===== src/rtl/mem_read_unit.sv =====
// Read-side initiator: issues a one-cycle strobe to memory, waits for the ack
// (bounded by TIMEOUT), and holds the word or a timeout error until consumed.
module mem_read_unit #(
   parameter int DATA_WIDTH = 18,
   parameter int ADDR_WIDTH = 10,
   parameter int TIMEOUT    = 15
) (
   input  logic                  CLK,
   input  logic                  clear,
   input  logic                  req_valid,
   input  logic [ADDR_WIDTH-1:0] req_addr,
   output logic                  req_ready,
   output logic                  mem_rd_en,
   output logic [ADDR_WIDTH-1:0] mem_addr,
   input  logic                  mem_ack,
   input  logic [DATA_WIDTH-1:0] mem_rdata,
   output logic                  rsp_valid,
   input  logic                  rsp_ready,
   output logic [DATA_WIDTH-1:0] rsp_data,
   output logic                  rsp_err,
   output logic                  busy
);

   typedef enum logic [1:0] {
      ST_IDLE  = 2'd0,
      ST_ISSUE = 2'd1,
      ST_WAIT  = 2'd2,
      ST_RESP  = 2'd3
   } state_t;

   localparam logic [7:0] TIMEOUT_C = 8'(TIMEOUT);

   state_t     state_r;
   logic [7:0] count_r;

   // Transaction FSM; every output is a register updated alongside the state.
   always_ff @(posedge CLK) begin
      if (clear) begin
         state_r   <= ST_IDLE;
         count_r   <= 8'd0;
         req_ready <= 1'b1;
         mem_rd_en <= 1'b0;
         mem_addr  <= '0;
         rsp_valid <= 1'b0;
         rsp_data  <= '0;
         rsp_err   <= 1'b0;
         busy      <= 1'b0;
      end else begin
         case (state_r)
            ST_IDLE: begin
               if (req_valid) begin
                  mem_addr  <= req_addr;
                  count_r   <= 8'd0;
                  req_ready <= 1'b0;
                  mem_rd_en <= 1'b1;
                  busy      <= 1'b1;
                  state_r   <= ST_ISSUE;
               end
            end
            ST_ISSUE: begin
               mem_rd_en <= 1'b0;
               if (mem_ack) begin
                  rsp_data  <= mem_rdata;
                  rsp_err   <= 1'b0;
                  rsp_valid <= 1'b1;
                  state_r   <= ST_RESP;
               end else begin
                  count_r <= 8'd1;
                  state_r <= ST_WAIT;
               end
            end
            ST_WAIT: begin
               // An ack in the final wait cycle still beats the timeout.
               if (mem_ack) begin
                  rsp_data  <= mem_rdata;
                  rsp_err   <= 1'b0;
                  rsp_valid <= 1'b1;
                  state_r   <= ST_RESP;
               end else if (count_r == TIMEOUT_C) begin
                  rsp_data  <= '0;
                  rsp_err   <= 1'b1;
                  rsp_valid <= 1'b1;
                  state_r   <= ST_RESP;
               end else begin
                  count_r <= count_r + 8'd1;
               end
            end
            ST_RESP: begin
               if (rsp_ready) begin
                  rsp_valid <= 1'b0;
                  req_ready <= 1'b1;
                  busy      <= 1'b0;
                  state_r   <= ST_IDLE;
               end
            end
            default: begin
               state_r   <= ST_IDLE;
               req_ready <= 1'b1;
               mem_rd_en <= 1'b0;
               rsp_valid <= 1'b0;
               busy      <= 1'b0;
            end
         endcase
      end
   end

endmodule


===== config.mk =====
export PLATFORM = sky130hd
export DESIGN_NAME = mem_read_unit
export DESIGN_NICKNAME = d
export VERILOG_FILES = /design/src/rtl/mem_read_unit.sv
export SDC_FILE = /design/constraint.sdc
export NUM_CORES = 1
export LEC_CHECK = 0
export CORE_ASPECT_RATIO = 1.75
export CORE_MARGIN = 4
export CORE_UTILIZATION = 45
export CTS_BUF_LIST = sky130_fd_sc_hd__clkbuf_8
export CTS_CLUSTER_DIAMETER = 120
export DETAILED_ROUTE_END_ITERATION = 10
export PLACE_DENSITY_LB_ADDON = 0.25
export SLEW_MARGIN = 20
export SYNTH_ARGS = -nofsm -noshare
export SYNTH_HDL_FRONTEND = slang
export SYNTH_SLANG_ARGS = --single-unit

===== constraint.sdc =====
create_clock -name CLK -period 2 [get_ports CLK]
set_input_delay 0.2 -clock CLK [delete_from_list [all_inputs] [get_ports CLK]]
set_output_delay 0.2 -clock CLK [all_outputs]
set_load 0.1 [all_outputs]

# Word-level counts from Yosys, hierarchy flattened
# Index checks and enable logic that the tools add are counted.
# W data, S select, Z words.
dict set report op_classes {
  add_sub_neg 1
  n_eq_ne 11
  muxes 29
  reduce_logical 13
}
# operator n
set ops {}
lappend ops {{$mux W18} 3}
lappend ops {{$pmux W18 S2} 1}
lappend ops {{$mux W8} 4}
lappend ops {{$pmux W8 S3} 1}
lappend ops {{$ne A2 B2 Y1 const B} 6}
lappend ops {{$mux W1} 10}
lappend ops {{$reduce_and A3 Y1} 3}
lappend ops {{$add A8 B1 Y8 const B} 1}
lappend ops {{$eq A8 B4 Y1 const B} 1}
lappend ops {{$mux W2} 4}
lappend ops {{$pmux W1 S2} 4}
lappend ops {{$pmux W2 S4} 1}
lappend ops {{$reduce_bool A2 Y1} 3}
lappend ops {{$reduce_bool A3 Y1} 2}
lappend ops {{$reduce_and A5 Y1} 1}
lappend ops {{$eq A2 B2 Y1 const B} 2}
lappend ops {{$reduce_and A2 Y1} 2}
lappend ops {{$reduce_and A4 Y1} 1}
lappend ops {{$ne A3 B3 Y1 const B} 1}
lappend ops {{$pmux W1 S3} 1}
lappend ops {{$eq A2 B1 Y1 const B} 1}
lappend ops {{$logic_not A2 Y1} 1}
dict set report totals {
  reg_bits 43
  input_bits 33
  output_inout_bits 33
}

# Longest topological paths before layout
dict set report logic_depth {
  ltp_word 4
  mapped_depth 8
  mapped_depth_nobuf 6
}

# Worst setup path before layout
# No wires, ideal clock.
dict set report synth_path {
  path_kind {register -> register}
  start {reg state_r[1]}
  end {reg count_r[5]}
  setup_time_ns 0.058
  t_arrival_ns 1.774
  required_time_ns 1.942
  path_slack_ns 0.168
  path_stages_with_launch 7
  path_buffers 0
  path_cell_list {dfxtp_1 > inv_1 > ha_1 > nand3b_2 > or4_4 > nor4_1 > o22a_1}
}
dict set report synth_via {
  elab_chain_cells 3
  word_cells_on_any_way 10
}
# element line_no
set synth_rtl {}
lappend synth_rtl {{start: declaration} 33} ;# state_t state_r;
lappend synth_rtl {{start signal: assignment} 39} ;# state_r <= ST_IDLE;
lappend synth_rtl {{start signal: assignment} 57} ;# state_r <= ST_ISSUE;
lappend synth_rtl {{start signal: assignment} 66} ;# state_r <= ST_RESP;
lappend synth_rtl {{$eq A2 B2 Y1 (tied with other cells)} 49} ;# case (state_r)
lappend synth_rtl {{$ne A2 B2 Y1 (no source line) / $reduce_bool A3 Y1 (equally long branches)} n/a}
lappend synth_rtl {{$reduce_and A5 Y1 (no source line)} n/a}
lappend synth_rtl {{end signal: assignment} 85} ;# count_r <= count_r + 8'd1;
lappend synth_rtl {{end: declaration} 34} ;# logic [7:0] count_r;
# Several ways; a longest one is shown, not always the timed one.
# A chain may end at the register's enable or synchronous reset.

# Final worst setup path
# Same ends and word-level chain as after synthesis.

==> qor.csv <==
stage;metric;value;unit
setup_path;CP max FO;5;
route;via-per-instance ratio;5.33;
timing;Final Cycle Share;94.2;%
route;WL/cell;14.4;um
route;Detail Route Antenna Nets;0;
timing;count of final setup violators;0;
power;pwr/cell area;1780;mW/mm^2
setup_path;nature of the critical path startpoint;flip-flop;
floorplanning;die height;91.2;um
timing;unrepaired setup endpoints after global routing;no;
clock_network;Clock Path Buffers;2;
setup_path;Worst path max stage delay;0.53;ns
status;outcome;finished, final reports clean;
placement;DP HPWL;3.46;mm
logic_synthesis;Seq/Total Area, Yosys;48.3;%
clock_network;Clk pin slew, worst setup/hold paths;0.08;ns
job;max_cap viols;0;
clock_network;TritonCTS clock tree;yes;
grt;first-pass GRT wire length;7.45;mm
logic_synthesis;Avg Cell Area, Syn;9.23;um^2
worst_hold_path;hold crit path type;input pin to flip-flop;
timing;total negative setup slack;0;ns
cells_and_area;fin util;65.9;%
clock_network;Post-CTS Setup Bufs;0;
grt;largest net degree at the start of global routing;20;
timing;minimum clock period;1.88;ns
timing;clk_skew;0.00245;ns
setup_path;Crit Path Category;flip-flop to flip-flop;
timing;min setup slack post-route;0.116;ns
cells_and_area;Layout Nets;302;
setup_path;CP Capture Type;flip-flop;
logic_synthesis;Seq cells post-synth;43;
route;Starting DRT DRC Count;55;
route;number of remaining DRC errors;0;
floorplanning;initial core utilization;46.1;%
timing;Final Max Slew Viols;0;
floorplanning;core box area;0.00387;mm^2
timing;Achievable Freq;0.531;GHz
clock_network;cts bufs inserted;5;
placement;Final GP Congestion;0.853;
grt;vias in the first global route;1595;
route;First-pass DRT Iterations;4;
logic_synthesis;synthesized cell area;0.00178;mm^2
clock_network;clk root buf;clkbuf_8;
logic_synthesis;Mapped Cells;193;
route;routed vias;1662;
cells_and_area;synth-to-layout area growth;43.0;%
logic_synthesis;EDFF count, synth;0;
logic_synthesis;FFs w/ async S/R, synth;0;%
timing;Least-Margin Pin Slew;0.500;ns
grt;GRT Total Usage;18.1;%
logic_synthesis;Top FF cell, synth;dfxtp_1;
timing;Fin. Hold Viols;0;
placement;Place WS;0.113;ns
logic_synthesis;Cell variety after synth;36;
floorplanning;Site Rows;30;
power;worst IR drop on VDD;1.20;mV
route;total wire length;4.50;mm
grt;initial antenna violation count;0;
cells_and_area;Antenna Cells;0;
clock_network;H-tree depth;2;
floorplanning;die area;0.00507;mm^2
cells_and_area;share of cells above drive strength 1;21.6;%
setup_path;CP max-delay cell;or4_4;
logic_synthesis;syn_nets;232;
floorplanning;Die Wd;55.6;um
logic_synthesis;Synth warnings;0;
floorplanning;Ports;66;
grt;total grt overflow;0;
timing;relative slew slack;66.5;%
setup_path;crit path cell chain;inv_1 -> ha_1 -> nor2b_1 -> or4_4 -> nor4_1 -> o22a_1;
clock_network;Worst-Skew Late Latency;0.29;ns
power;Leak;0.00108;uW
setup_path;Worst Path Arrival;2.13;ns
setup_path;Critical Path RT;2.24;ns
clock_network;Clock Sinks;43;
placement;PortBufs;65;
==> layout make-up <==
type	count	area [um^2]
tap	48	60.1
sequential	43	861
timing repair buffer	71	626
multi-input combinational	133	855
clock buffer	5	68.8
fill	335	1320
clock inverter	3	43.8
inverter	9	33.8
==> critical path, delay by kind of cell, from the launching register on <==
kind            cells  cell delay, ns
buf+inv             1            0.10
fa+ha+maj           1            0.22
flops               1            0.39
simple gates        3            0.97
compound gates      1            0.16
==> metal layers <==
metal | wire length [um] | up-vias | track usage [%] | share of wire, %
met1 | 1760 | 772 | 19.6 | 39
met5 | 0 | - | 0 | 0
li1 | - | 832 | - | -
met3 | 215 | 9 | 4.27 | 4.8
met2 | 2430 | 49 | 32.5 | 54
met4 | 99 | 0 | 8.11 | 2.2
==> timing repair <==
item	in CTS	in global routing
hold endpoints to repair	0	0
gates resized for setup	0	2
hold buffers	0	0
endpoints found under the setup margin	0	20
==> cell usage in the layout, fill, tap and decap left out, types with 2 or more instances in the layout <==
cell type	n
dfxtp_1	43
buf_4	38
clkdlybuf4s50_1	32
nand2_1	31
a22o_1	18
a21oi_1	17
o21ai_0	10
inv_1	9
ha_1	6
o22a_1	5
clkbuf_8	5
nor2_1	4
nand3_1	4
and3_1	3
nor2b_1	3
nor3_1	3
and2_1	2
a31o_2	2
nand2b_1	2
or4_1	2
a31oi_1	2
nor3b_1	2
mux2_2	2
==> worst paths after layout <==
path	from	to	slack [ns]	cells after the start
worst min register to register	mem_addr[5]$_SDFFE_PP0P_	mem_addr[5]$_SDFFE_PP0P_	0.46	2
worst max register to register	state_r[1]$_SDFFE_PP0P_	count_r[5]$_SDFFE_PP0P_	0.12	6
worst min-delay path	req_addr[4]	mem_addr[4]$_SDFFE_PP0P_	0.46	3
worst max-delay path	state_r[1]$_SDFFE_PP0P_	count_r[5]$_SDFFE_PP0P_	0.12	6
==> report_power, final <==
part	total [uW]	internal, uW	switching [uW]
Clock	673	372	301
Sequential	1210	1080	127
Combinational	2660	660	2000
Total	4540	2110	2430
==> cell families after synthesis <==
kind of cell               synth area share [%]
AOI/OAI and AO/OA                          23.7
adders and majority gates                  4.21
buffers and inverters                      4.07
DFF                                        48.3
muxes                                      1.83
and+or+nand+nor                            17.8
==> cell usage after synthesis (all sizes together) (2+ instances only) <==
cell type  number  area share, %
a21oi          18            5.3
a22o           18            8.8
a31o            2           0.98
a31oi           2           0.70
and2            2           0.70
and3            4            1.4
buf             3            1.1
clkbuf          5            1.1
dfxtp          43             48
ha              6            4.2
inv             9            1.9
mux2            2            1.3
nand2          31            6.5
nand2b          2           0.70
nand3           4            1.1
nor2            4           0.84
nor2b           3            1.1
nor3            4            1.1
nor3b           2           0.84
nor4            2            1.1
o21ai          10            2.8
o22a            5            2.5
or4             3            1.5
==> per-stage QoR <==
stage / cells / instance area, um^2 / hold slack, ns / total power (uW)
floorplan: 193 / 1780 / 0.333 / 3290
global placement: 304 / 2430 / 0.443 / 3870
detailed placement: 304 / 2430 / 0.449 / 3890
CTS: 312 / 2540 / 0.447 / 4570
global route: 312 / 2550 / 0.462 / 4740
finish: 312 / 2550 / 0.462 / 4540
==> flip-flops by register name, summed over array words and instances, names as in the netlist <==
name       count
rsp_data      18
mem_addr      10
busy           1
state_r        2
req_ready      1
count_r        8
rsp_valid      1
mem_rd_en      1
rsp_err        1
No activity file was read; power rests on OpenSTA's default activity.
